File: config.mk
export PLATFORM = sky130hd
export DESIGN_NAME = bp_me_network_pkt_serialize_resp
export DESIGN_NICKNAME = d
export VERILOG_FILES = /design/src/rtl/bp_me_network_pkt_serialize_resp_pkg.sv /design/src/rtl/bp_me_wormhole_dst_map.sv /design/src/rtl/bp_me_network_pkt_serialize_resp.sv
export SDC_FILE = /design/constraint.sdc
export NUM_CORES = 1
export LEC_CHECK = 0
export CORE_ASPECT_RATIO = 0.8
export CORE_MARGIN = 3
export CORE_UTILIZATION = 45
export CTS_BUF_LIST = sky130_fd_sc_hd__clkbuf_4
export CTS_CLUSTER_SIZE = 30
export DETAILED_ROUTE_END_ITERATION = 16
export GPL_TIMING_DRIVEN = 0
export PLACE_DENSITY_LB_ADDON = 0.25
export SETUP_SLACK_MARGIN = 0.4
export SLEW_MARGIN = 5
export SYNTH_ARGS = -nofsm -noshare
export SYNTH_HDL_FRONTEND = slang
export SYNTH_SLANG_ARGS = --single-unit
File: constraint.sdc
create_clock -name clk_i -period 6 [get_ports clk_i]
set_input_delay 1.5 -clock clk_i [delete_from_list [all_inputs] [get_ports clk_i]]
set_output_delay 1.5 -clock clk_i [all_outputs]
set_load 0.005 [all_outputs]
File: src/rtl/bp_me_network_pkt_serialize_resp_pkg.sv
// Shared types and sizing helpers for the ME network packet serialisers.
package bp_me_network_pkt_serialize_resp_pkg;

    // Serialiser control states; S_RESET keeps ready_o low until reset is released.
    typedef enum logic [1:0] {
        S_RESET = 2'd0,
        S_IDLE  = 2'd1,
        S_SEND  = 2'd2
    } serialize_state_e;

    // Ceiling division, used to size packets in whole flits.
    function automatic int unsigned ceil_div(input int unsigned n, input int unsigned d);
        return (n + d - 1) / d;
    endfunction

    // Index width that stays at least one bit wide for single-entry ranges.
    function automatic int unsigned safe_clog2(input int unsigned n);
        return (n <= 1) ? 1 : $clog2(n);
    endfunction

    // Width of the wormhole routing header {len, y, x}.
    function automatic int unsigned wormhole_hdr_width(
        input int unsigned x_cord_width,
        input int unsigned y_cord_width,
        input int unsigned len_width
    );
        return x_cord_width + y_cord_width + len_width;
    endfunction

endpackage

File: src/rtl/bp_me_wormhole_dst_map.sv
// Maps a CCE id onto wormhole x/y router coordinates (combinational).
module bp_me_wormhole_dst_map
    import bp_me_network_pkt_serialize_resp_pkg::*;
#(
    parameter int unsigned num_cce_p      = 1,
    parameter int unsigned x_cord_width_p = 4,
    parameter int unsigned y_cord_width_p = 2,
    parameter int unsigned x_stride_p     = 2,
    parameter int unsigned x_offset_p     = 0,
    parameter int unsigned y_cord_p       = 0
) (
    input  logic [safe_clog2(num_cce_p)-1:0] dst_id,
    output logic [x_cord_width_p-1:0]        x_cord,
    output logic [y_cord_width_p-1:0]        y_cord
);

    // x wraps modulo 2^x_cord_width_p; y is the same for every CCE.
    always_comb begin
        x_cord = x_cord_width_p'(int'(dst_id) * x_stride_p + x_offset_p);
        y_cord = y_cord_width_p'(y_cord_p);
    end

endmodule

File: src/rtl/bp_me_network_pkt_serialize_resp.sv
// LCE->CCE response packet encoder: packs header, optional block data and
// wormhole routing fields, then streams the packet out as fixed-width flits.
module bp_me_network_pkt_serialize_resp
    import bp_me_network_pkt_serialize_resp_pkg::*;
#(
    parameter int unsigned num_cce_p       = 1,
    parameter int unsigned payload_width_p = 42,
    parameter int unsigned data_width_p    = 64,
    parameter int unsigned flit_width_p    = 32,
    parameter int unsigned x_cord_width_p  = 4,
    parameter int unsigned y_cord_width_p  = 2,
    parameter int unsigned len_width_p     = 3,
    parameter int unsigned x_stride_p      = 2,
    parameter int unsigned x_offset_p      = 0,
    parameter int unsigned y_cord_p        = 0
) (
    input  logic                              clk_i,
    input  logic                              reset_i,
    input  logic                              v_i,
    output logic                              ready_o,
    input  logic [payload_width_p-1:0]        payload_i,
    input  logic [data_width_p-1:0]           data_i,
    input  logic                              has_data_i,
    input  logic [safe_clog2(num_cce_p)-1:0]  dst_id_i,
    output logic                              v_o,
    output logic [flit_width_p-1:0]           data_o,
    input  logic                              ready_i
);

    localparam int unsigned hdr_bits_lp    =
        wormhole_hdr_width(x_cord_width_p, y_cord_width_p, len_width_p) + payload_width_p;
    localparam int unsigned short_flits_lp = ceil_div(hdr_bits_lp, flit_width_p);
    localparam int unsigned long_flits_lp  = ceil_div(hdr_bits_lp + data_width_p, flit_width_p);
    localparam int unsigned pkt_bits_lp    = long_flits_lp * flit_width_p;

    localparam int unsigned y_lsb_lp       = x_cord_width_p;
    localparam int unsigned len_lsb_lp     = x_cord_width_p + y_cord_width_p;
    localparam int unsigned payload_lsb_lp = len_lsb_lp + len_width_p;
    localparam int unsigned data_lsb_lp    = hdr_bits_lp;

    localparam bit len_fits_lp = (long_flits_lp - 1) < (1 << len_width_p);

    logic [x_cord_width_p-1:0] dst_x;
    logic [y_cord_width_p-1:0] dst_y;
    logic [pkt_bits_lp-1:0]    pkt_next;
    logic [pkt_bits_lp-1:0]    pkt_r;
    logic [len_width_p-1:0]    len_next;
    logic [len_width_p-1:0]    count_r;
    logic [len_width_p-1:0]    last_idx_r;
    serialize_state_e          state_r;
    logic                      last_flit;
    logic                      accept;

    bp_me_wormhole_dst_map #(
        .num_cce_p      (num_cce_p),
        .x_cord_width_p (x_cord_width_p),
        .y_cord_width_p (y_cord_width_p),
        .x_stride_p     (x_stride_p),
        .x_offset_p     (x_offset_p),
        .y_cord_p       (y_cord_p)
    ) dst_map (
        .dst_id (dst_id_i),
        .x_cord (dst_x),
        .y_cord (dst_y)
    );

    // Assemble the full packet, LSB first: x, y, len, payload, data, zero pad.
    always_comb begin
        pkt_next = '0;
        len_next = has_data_i ? len_width_p'(long_flits_lp - 1)
                              : len_width_p'(short_flits_lp - 1);
        pkt_next[0 +: x_cord_width_p]               = dst_x;
        pkt_next[y_lsb_lp +: y_cord_width_p]        = dst_y;
        pkt_next[len_lsb_lp +: len_width_p]         = len_next;
        pkt_next[payload_lsb_lp +: payload_width_p] = payload_i;
        if (has_data_i) begin
            pkt_next[data_lsb_lp +: data_width_p] = data_i;
        end
    end

    // Handshake and flit selection; ready_o only reaches ready_i on the last flit.
    always_comb begin
        last_flit = (count_r == last_idx_r);
        v_o       = (state_r == S_SEND);
        ready_o   = (state_r == S_IDLE) | ((state_r == S_SEND) & ready_i & last_flit);
        accept    = v_i & ready_o;
        data_o    = pkt_r[count_r * flit_width_p +: flit_width_p];
    end

    // Serialiser FSM: load on accept, step the flit counter on each downstream handshake.
    always_ff @(posedge clk_i) begin
        if (reset_i) begin
            state_r    <= S_RESET;
            pkt_r      <= '0;
            count_r    <= '0;
            last_idx_r <= '0;
        end else begin
            case (state_r)
                S_RESET: begin
                    state_r <= S_IDLE;
                end
                S_IDLE: begin
                    if (accept) begin
                        pkt_r      <= pkt_next;
                        last_idx_r <= len_next;
                        count_r    <= '0;
                        state_r    <= S_SEND;
                    end
                end
                S_SEND: begin
                    if (ready_i) begin
                        if (!last_flit) begin
                            count_r <= count_r + len_width_p'(1);
                        end else if (accept) begin
                            // Next packet loads directly over the finished one: no idle bubble.
                            pkt_r      <= pkt_next;
                            last_idx_r <= len_next;
                            count_r    <= '0;
                        end else begin
                            state_r <= S_IDLE;
                        end
                    end
                end
                default: begin
                    state_r <= S_IDLE;
                end
            endcase
        end
    end

    // Length field must encode the long packet's last flit index.
    len_fits_a: assert property (@(posedge clk_i) len_fits_lp);

    // An accepted response must carry a fully known header payload.
    payload_known_a: assert property (@(posedge clk_i) disable iff (reset_i)
        (v_i && ready_o) |-> !$isunknown(payload_i));

endmodule

==> results of run 1 <==
-- worst paths after layout --
| kind | start | endpoint | slack [ns] | cells past startpoint |
|---|---|---|---|---|
| max | count_r[0] | data_o[0] | 1.34 | 7 |
| min | pkt_r[10] | pkt_r[10] | 0.49 | 2 |
| max reg2reg | state_r[0] | pkt_r[108] | 3.53 | 8 |
| min reg2reg | pkt_r[10] | pkt_r[10] | 0.49 | 2 |
-- registers in the layout (all words and copies together), names as in the netlist --
name,flops
pkt_r,109
state_r,2
count_r,3
-- placed cells by master (no fill, tap or decap), types with 13 or more instances in the layout --
cell             count
nand4b_1            78
mux4_2              13
clkbuf_1            49
and2_1              14
clkdlybuf4s50_1    145
clkbuf_4            19
a21oi_1             16
nand2_1             66
nor2_1              35
o21ai_0             78
dfxtp_1            114
nand2b_1            74
mux2i_1             43
-- worst register-to-register path, stage by stage, from the launching register on --
cell      delay, ns
dfxtp_1        0.33
inv_1          0.09
ha_1           0.32
nor2b_1        0.14
nand3b_1       0.37
and2_1         0.19
buf_2          0.21
clkbuf_1       0.50
o21ai_0        0.19
-- logic make-up (layout without fill, tap and decap cells) --
logic type / count (synthesis) / in the layout
AOI/OAI and AO/OA: 106 / 106
xor gates and xnor gates: 4 / 4
adders and majority gates: 3 / 3
buffers and inverters: 68 / 245
DFF: 114 / 114
muxes: 63 / 63
and+or+nand+nor: 283 / 283
-- layer usage --
| metal | vias up | part of all wire, % | global-route usage (%) |
|---|---|---|---|
| met4 | 0 | 1.8 | 7.418 |
| met1 | 2600 | 45 | 34.01 |
| met5 | - | 0 | 0 |
| met3 | 33 | 6.8 | 5.769 |
| li1 | 2590 | - | - |
| met2 | 248 | 46 | 40.56 |
-- power breakdown --
group | internal (mW) | switching, mW | total [mW]
sequential | 0.780 | 0.0158 | 0.796
clock | 0.206 | 0.302 | 0.508
combinational | 0.138 | 0.106 | 0.244
total | 1.12 | 0.424 | 1.55
-- per-stage QoR --
stage	worst slack, ns	total power [mW]	util, %	std cells
after floorplan	2.816	0.9184	-	641
after global placement	1.773	1.047	60.16	957
after detailed placement	1.783	1.053	60.16	957
after CTS	1.384	1.540	62.10	989
after global routing	1.196	1.596	62.10	989
final	1.340	1.547	62.10	989
-- final cells by class --
type / instances / area, sq um / share of cell area [%]
inverters: 4 / 15.01 / 0.1966
clock buffers: 19 / 142.6 / 1.868
clock inverters: 13 / 95.09 / 1.245
well taps: 171 / 214.0 / 2.802
plain buffers: 64 / 271.5 / 3.556
flip-flops and latches: 114 / 2282 / 29.89
multi-input cells: 459 / 3164 / 41.44
repair buffers: 145 / 1451 / 19.01
==> results by group, run 1 <==
STA
  • Final Hold Fails: 0
  • Tightest Pin Transition: between 0.6 and 0.7 ns
  • Minimum clock period: roughly 4.7 ns
  • Final Setup Violations: 0
  • Unrepaired setup endpoints after global routing: false
  • Slew Viols, Final: 0
  • Relative slew margins: 57.20%
  • Tcrit/Tclk final: 77.66%
  • Worst hold slack: between 0.4 and 0.5 ns
  • F_max: between 200 and 250 MHz
  • Clock Skew: between 0.015 and 0.02 ns
  • Setup TNS Final: 0 ns

Synth
  • Simple logic cell fraction of the synthesized area: 30.05%
  • Adder-Cell Fraction of Synth Area: less than 1%
  • Synth cell count leaders: 114 x dfxtp_1, 78 x nand4b_1, 78 x o21ai_0
  • Top cells by area, synth: dfxtp_1 40%, nand4b_1 12%, nand2b_1 8.1%
  • Mux cell area share after synthesis: ~14%
  • Cell with the most instances after synthesis: dfxtp_1
  • FF+latch count, synth: around 110
  • Share of the synthesized area in the top cell type: 39.81%
  • Syn Nets: around 760
  • Synth Instances: between 600 and 700
  • Post-synth EDFFs: 0
  • Largest family of logic cells by synthesized area: simple AND/OR/NAND/NOR gates
  • Mean post-synth cell area: a little under 9 sq um
  • Ys flop type: dfxtp_1
  • Sequential area share after synthesis: 39.81%
  • Post-synth cell types: 36
  • Compound-gate portion of the synthesized area: 9.756%
  • Largest area contributor in the netlist: dfxtp_1
  • Cell area after synthesis: between 0.005 and 0.006 sq mm
  • YS warnings: 0
  • Post-synth ARST share: 0%
  • Post-synthesis xor/xnor area fraction: less than 1%

Final layout
  • Fraction of layout cells with a size suffix above 1: about 7.6%
  • Area grow syn2layout: 33.20%
  • Final nets: between 900 and 1000
  • Fillers: ~1000
  • # diodes: 0
  • Fin area: 0.007636 sq mm

Power
  • PwrDens: 202.6 mW/mm^2
  • Leak: 2.812 nW
  • Maximum VDD drop: 0.1075 mV

Hold path
  • Hold WC Path Type: flip-flop to flip-flop

Setup path
  • Critical Path RT: roughly 4.5 ns
  • Highest-delay cell along the critical path: clkdlybuf4s50_1
  • WP data arrival: 3.16 ns
  • CP Capture Type: output pin
  • Max FO, Critical Path: 10
  • Crit-path cells: buf_4 > buf_4 > buf_2 > nor2b_1 > a22oi_1 > nor2_1 > clkdlybuf4s50_1
  • Setup CP Type: flip-flop to output pin
  • Worst path max stage delay: around 0.53 ns
  • CP top delay family: buffers and inverters
  • Buf/Inv on CP: 4
  • Crit path top cell by count: buf_4
  • Startpoint class of the critical path: flip-flop

Detailed routing
  • Wire length per cell: 18.32 um
  • TritonRoute pass-1 iters: 5
  • Overall routed net length: between 15000 and 20000 um
  • Antenna Nets Post-Route: 0
  • DRT iter0 DRCs: 515
  • Via-to-Cell Ratio: between 5 and 6
  • DRC: 0
  • Via count: 5471

GRT
  • Via count of the first global-routing pass: 5459
  • Initial antenna violation count: 0
  • Largest net degree at the start of global routing: 17
  • First-pass GRT wire length: 28170 um
  • Grt ovf: 0
  • Total track usage: ~25%

Floorplan
  • Die Area: between 0.01 and 0.015 sq mm
  • Row cnt: 36
  • Die height: ~110 um
  • I/O pin total: ~150
  • Die W: between 100 and 150 um
  • Core Box Area: approximately 0.012 sq mm
  • Starting Density: 46.62%

CTS
  • H-tree levels: 4
  • Clk pin slew, worst setup/hold paths: approximately 0.1 ns
  • Post-CTS sizing: 0
  • CTS Hold Bufs: 0
  • Clk root buf: clkbuf_4
  • Post-CTS Setup Bufs: 0
  • Clk Latency, worst-skew pair: 0.53 ns
  • CTS tree: built
  • CTS sink count: roughly 110
  • Max Root-Sink Buffers: 2
  • CTS Buf Count: 17

Outcome
  • Outcome: complete, no violations

Place
  • # port buffers: around 150
  • Dpl hpwl: 13440 um
  • Dpl cell area: approximately 0.0074 sq mm
  • GP Congestion: between 0.9 and 1

Run
  • Max cap viols: 0
(Power assumes the default switching activity.)
==> inputs of run 2 (changes only) <==
==> constraint.sdc (replaced) <==
create_clock -name clk_i -period 4 [get_ports clk_i]
set_input_delay 1 -clock clk_i [delete_from_list [all_inputs] [get_ports clk_i]]
set_output_delay 1 -clock clk_i [all_outputs]
set_load 0.005 [all_outputs]
==> results by group, run 2 (same netlist as run 1, synthesis figures left out) <==
Outcome
  • Outcome: complete, no violations (unchanged)

STA
  • Relative slew margins: 58.50% (was 57.20%)
  • Final Setup Violations: 0 (unchanged)
  • Slew Viols, Final: 0 (unchanged)
  • Final Hold Fails: 0 (unchanged)
  • Minimum clock period: 3.468 ns
  • Tightest Pin Transition: 0.6225 ns (was 0.6420 ns)
  • Setup TNS Final: 0 ns (unchanged)
  • Tcrit/Tclk final: between 80 and 90%
  • Clock Skew: 0.01860 ns (was 0.01519 ns)
  • F_max: about 290 MHz
  • Unrepaired setup endpoints after global routing: false (unchanged)

Detailed routing
  • DRC: 0 (unchanged)
  • TritonRoute pass-1 iters: 5 (unchanged)
  • Wire length per cell: 18.29 um (was 18.32 um)
  • Overall routed net length: 18090 um (was 18120 um)
  • Antenna Nets Post-Route: 0 (unchanged)
  • Via count: 5496 (was 5471)
  • Via-to-Cell Ratio: 5.557 (was 5.532)
  • DRT iter0 DRCs: 476 (was 515)

Hold path
  • Hold WC Path Type: flip-flop to flip-flop (unchanged)

Place
  • Dpl cell area: 0.007398 sq mm (unchanged)
  • # port buffers: 145 (unchanged)
  • Dpl hpwl: 13440 um (unchanged)
  • GP Congestion: 0.9213 (unchanged)

CTS
  • Clk pin slew, worst setup/hold paths: 0.10 ns (about the same)
  • CTS Hold Bufs: 0 (unchanged)
  • CTS tree: built (unchanged)
  • H-tree levels: 4 (unchanged)
  • CTS sink count: 114 (unchanged)
  • CTS Buf Count: 17 (unchanged)
  • Clk Latency, worst-skew pair: 0.53 ns (about the same)
  • Clk root buf: clkbuf_4 (unchanged)
  • Max Root-Sink Buffers: 2 (unchanged)

Setup path
  • Critical Path RT: 3.00 ns (was 4.50 ns)
  • WP data arrival: 2.47 ns (was 3.16 ns)
  • Max FO, Critical Path: 10 (unchanged)
  • Startpoint class of the critical path: flip-flop (unchanged)
  • Setup CP Type: flip-flop to output pin (unchanged)
  • CP Capture Type: output pin (unchanged)

GRT
  • Total track usage: 25.24% (was 25.14%)
  • Initial antenna violation count: 0 (unchanged)
  • Largest net degree at the start of global routing: 17 (unchanged)
  • Grt ovf: 0 (unchanged)
  • First-pass GRT wire length: 28260 um (was 28170 um)
  • Via count of the first global-routing pass: 5465 (was 5459)

Final layout
  • # diodes: 0 (unchanged)
  • Final nets: 920 (unchanged)
  • Commonest non-fill, non-tap cell in the layout: clkdlybuf4s50_1 (unchanged)
  • Fraction of layout cells with a size suffix above 1: 8.557% (was 7.579%)
  • Reg with most FFs: pkt_r (unchanged)
  • Fin area: 0.007715 sq mm (was 0.007636 sq mm)
  • Max reg flops: 109 (unchanged)
  • Area grow syn2layout: 34.57% (was 33.20%)
  • Biggest regs: pkt_r (109), count_r (3), state_r (2) (unchanged)
  • Commonest cells after routing, fill and taps aside: 145 x clkdlybuf4s50_1, 113 x dfxtp_1, 78 x nand4b_1, 78 x o21ai_0, 74 x nand2b_1 (was 145 x clkdlybuf4s50_1, 114 x dfxtp_1, 78 x nand4b_1, 78 x o21ai_0, 74 x nand2b_1)

Floorplan
  • I/O pin total: 146 (unchanged)
  • Starting Density: 46.62% (unchanged)
  • Core Box Area: 0.01230 sq mm (unchanged)
  • Die Area: 0.01414 sq mm (unchanged)
  • Die W: 132.2 um (unchanged)
  • Row cnt: 36 (unchanged)
  • Die height: 107.0 um (unchanged)

Power
  • Maximum VDD drop: 0.1597 mV (was 0.1075 mV)
  • PwrDens: 300.3 mW/mm^2 (was 202.6 mW/mm^2)
  • Leak: 2.839 nW (was 2.812 nW)

Run
  • Max cap viols: 0 (unchanged)
==> run 2: cell types whose count changed in the layout (fill, tap and decap cells not counted), sizes merged <==
cell    delta
buf        -1
clkbuf     +1
==> run 2: worst max-delay path, cell delays in order (launching register included) <==
cell	delay, ns
dfxtp_1	0.35
clkbuf_4	0.26
buf_4	0.26
buf_2	0.28
a22oi_1	0.14
nor2_1	0.14
clkdlybuf4s50_1	0.53
==> run 2: timing repair <==
action / in CTS / in global routing
buffers inserted: 0 / 0
gates resized for setup: 14 / 11
setup endpoints to repair: 26 / 22
hold endpoints to repair: 0 / 0
==> run 2: cell type report <==
type / count / area [sq um]
Clock buffer: 19 / 142.6
Inverter: 4 / 15.01
Timing Repair Buffer: 145 / 1451
Multi-Input combinational cell: 459 / 3187
Tap cell: 171 / 214.0
Buffer: 64 / 326.6
Clock inverter: 13 / 95.09
Sequential cell: 114 / 2283
Fill cell: 1029 / 4582
==> run 2: power by group <==
group	internal, mW	switching [mW]	leakage, nW	total (mW)
Sequential	1.17	0.0244	0.922	1.19
Clock	0.309	0.448	0.134	0.757
Combinational	0.208	0.158	1.78	0.366
Total	1.69	0.630	2.84	2.32
==> run 2: per-layer routing <==
| metal | vias to the layer above | part of all wire [%] | track usage [%] |
|---|---|---|---|
| met5 | - | 0 | 0 |
| met4 | 0 | 1.7 | 7.344 |
| met3 | 33 | 6.9 | 5.816 |
| met2 | 249 | 47 | 40.78 |
| met1 | 2621 | 45 | 34.09 |
| li1 | 2593 | - | - |
==> run 2: final timing paths <==
kind	from	to	slack [ns]	cells after the start
max reg2reg	state_r[0]	pkt_r[108]	1.54	8
min	pkt_r[10]	pkt_r[10]	0.49	2
max	count_r[1]	data_o[0]	0.53	6
min reg2reg	pkt_r[10]	pkt_r[10]	0.49	2
==> run 2: through the flow <==
step	cells	util [%]	setup WS (ns)	power (mW)	hold WS (ns)
finish	989	62.74	0.5316	2.317	0.4865
global route	989	62.74	0.4173	2.396	0.5050
CTS	989	62.40	0.3784	2.311	0.4907
floorplan	641	-	1.431	1.378	0.4489
detailed placement	957	60.16	0.4553	1.579	0.4751
global placement	957	60.16	0.5407	1.570	0.4608
==> inputs of run 3 (changes only) <==
--- a/config.mk
+++ b/config.mk
@@ -12,7 +12,7 @@
 export CTS_CLUSTER_SIZE = 30
 export DETAILED_ROUTE_END_ITERATION = 16
 export GPL_TIMING_DRIVEN = 0
-export PLACE_DENSITY_LB_ADDON = 0.25
+export PLACE_DENSITY = 0.88
 export SETUP_SLACK_MARGIN = 0.4
 export SLEW_MARGIN = 5
 export SYNTH_ARGS = -nofsm -noshare
==> results by group, run 3 (same netlist as run 1, synthesis figures left out) <==
Power
  • PwrDens: 302.5 mW/mm^2 (was 300.3 mW/mm^2)
  • Total power: 2.329 mW (was 2.317 mW)
  • Maximum VDD drop: 0.1972 mV (was 0.1597 mV)
  • Leak: 2.849 nW (was 2.839 nW)

Setup path
  • Critical Path RT: 3.00 ns (about the same)
  • Setup CP Type: flip-flop to output pin (unchanged)
  • Worst path max stage delay: 0.47 ns (was 0.53 ns)
  • Highest-delay cell along the critical path: clkdlybuf4s50_1 (unchanged)
  • Startpoint class of the critical path: flip-flop (unchanged)
  • Max FO, Critical Path: 10 (unchanged)
  • Crit-path cells: buf_12 > buf_8 > buf_8 > mux2_2 > a22oi_1 > nor2_1 > clkdlybuf4s50_1 (was clkbuf_4 > buf_4 > buf_2 > a22oi_1 > nor2_1 > clkdlybuf4s50_1)
  • CP Capture Type: output pin (unchanged)
  • WP data arrival: 2.48 ns (was 2.47 ns)
  • Crit path top cell by count: buf_8

STA
  • Slew Viols, Final: 0 (unchanged)
  • Minimum clock period: 3.482 ns (was 3.468 ns)
  • Setup TNS Final: 0 ns (unchanged)
  • Tcrit/Tclk final: 87.05% (was 86.71%)
  • Final Setup Violations: 0 (unchanged)
  • Setup ws final: 0.5180 ns (was 0.5316 ns)
  • Unrepaired setup endpoints after global routing: true (was false)
  • Final Hold Fails: 0 (unchanged)
  • Relative slew margins: 61.52% (was 58.50%)
  • Tightest Pin Transition: 0.5773 ns (was 0.6225 ns)
  • F_max: 287.2 MHz (was 288.3 MHz)
  • Clock Skew: 0.01987 ns (was 0.01860 ns)

Final layout
  • Commonest non-fill, non-tap cell in the layout: clkdlybuf4s50_1 (unchanged)
  • Fraction of layout cells with a size suffix above 1: 8.557% (unchanged)
  • Final nets: 920 (unchanged)
  • Fin cells: 989 (unchanged)
  • Biggest regs: pkt_r (109), count_r (3), state_r (2) (unchanged)
  • Seq. cell area: 0.002283 sq mm (unchanged)
  • Final Core Density: 62.61% (was 62.74%)
  • # diodes: 0 (unchanged)
  • Max reg flops: 109 (unchanged)
  • Fillers: 1022 (was 1029)
  • Area grow syn2layout: 34.29% (was 34.57%)
  • Multi-input gate area: 0.003174 sq mm (was 0.003187 sq mm)
  • Reg with most FFs: pkt_r (unchanged)
  • Commonest cells after routing, fill and taps aside: 145 x clkdlybuf4s50_1, 113 x dfxtp_1, 78 x nand4b_1, 78 x o21ai_0, 74 x nand2b_1 (unchanged)

Place
  • Placed insts: 957 (unchanged)
  • # port buffers: 145 (unchanged)
  • Pre-CTS setup slack: 0.4626 ns (was 0.4553 ns)
  • Dpl hpwl: 13010 um (was 13440 um)
  • GP Congestion: 0.8773 (was 0.9213)

GRT
  • Grt ovf: 0 (unchanged)
  • Via count of the first global-routing pass: 5356 (was 5465)
  • Total track usage: 25.10% (was 25.24%)
  • First-pass GRT wire length: 28170 um (was 28260 um)
  • Largest net degree at the start of global routing: 17 (unchanged)
  • Initial antenna violation count: 0 (unchanged)

CTS
  • Post-CTS Setup Bufs: 0 (unchanged)
  • Clk Latency, worst-skew pair: 0.53 ns (about the same)
  • Clk pin slew, worst setup/hold paths: 0.10 ns (about the same)
  • CTS Hold Bufs: 0 (unchanged)
  • Post-CTS sizing: 13 (was 14)
  • Clk root buf: clkbuf_4 (unchanged)
  • Max Root-Sink Buffers: 2 (unchanged)
  • CTS sink count: 114 (unchanged)
  • H-tree levels: 4 (unchanged)
  • CTS Buf Count: 17 (unchanged)
  • CTS tree: built (unchanged)

Floorplan
  • Row cnt: 36 (unchanged)
  • Die W: 132.2 um (unchanged)
  • Die Area: 0.01414 sq mm (unchanged)
  • Starting Density: 46.62% (unchanged)
  • Core Box Area: 0.01230 sq mm (unchanged)
  • I/O pin total: 146 (unchanged)
  • Die height: 107.0 um (unchanged)

Detailed routing
  • Overall routed net length: 17910 um (was 18090 um)
  • Via count: 5497 (was 5496)
  • TritonRoute pass-1 iters: 5 (unchanged)
  • DRT iter0 DRCs: 601 (was 476)
  • DRC: 0 (unchanged)
  • Antenna Nets Post-Route: 0 (unchanged)
  • Wire length per cell: 18.10 um (was 18.29 um)
  • Via-to-Cell Ratio: 5.558 (was 5.557)

Run
  • Max cap viols: 0 (unchanged)

Hold path
  • Hold WC Path Type: flip-flop to flip-flop (unchanged)

Outcome
  • Outcome: complete, no violations (unchanged)
-- run 3: cell types whose count changed in the layout (fill, tap and decap cells not counted), sizes merged --
cell	change
clkinv	-3
buf	+1
clkbuf	+4
clkinvlp	-2
-- run 3: final cells by class --
type	count	area share (%)
timing repair buffer	145	18.85
inverter	4	0.1950
multi-input combinational	459	41.23
buffer	64	4.128
clock inverter	8	0.8126
clock buffer	24	2.340
tap	171	2.779
sequential	114	29.66
-- run 3: final timing paths --
path	start	to	slack, ns	cells past startpoint
max	count_r[0]	data_o[5]	0.52	7
min	pkt_r[11]	pkt_r[11]	0.48	2
max reg2reg	state_r[0]	pkt_r[84]	1.51	8
min reg2reg	pkt_r[11]	pkt_r[11]	0.48	2
-- run 3: worst max-delay path: cells and delay by family, from the launching register on --
family                 cells  cell delay, ns
DFF                        1            0.39
muxes                      1            0.35
AOI/OAI and AO/OA          1            0.16
and+or+nand+nor            1            0.06
buffers and inverters      4            0.99
-- run 3: routing by layer --
| layer | vias up | track usage (%) | share of wire, % |
|---|---|---|---|
| li1 | 2596 | - | - |
| met2 | 294 | 37.99 | 44 |
| met4 | 0 | 6.380 | 1.8 |
| met3 | 38 | 7.833 | 9.8 |
| met5 | - | 0 | 0 |
| met1 | 2569 | 35.07 | 44 |
-- run 3: stage by stage --
stage | cell area (sq um) | hold slack (ns)
after floorplan | 5733 | 0.4489
after global placement | 7398 | 0.4621
after detailed placement | 7398 | 0.4684
after CTS | 7676 | 0.4837
after global routing | 7699 | 0.5033
final | 7699 | 0.4832
-- run 3: power breakdown --
| group | internal (mW) | switching, mW | leakage [nW] | total, mW |
|---|---|---|---|---|
| logic | 0.207 | 0.162 | 1.78 | 0.369 |
| clock network | 0.348 | 0.421 | 0.147 | 0.768 |
| registers | 1.17 | 0.0215 | 0.922 | 1.19 |
| total | 1.72 | 0.604 | 2.85 | 2.33 |
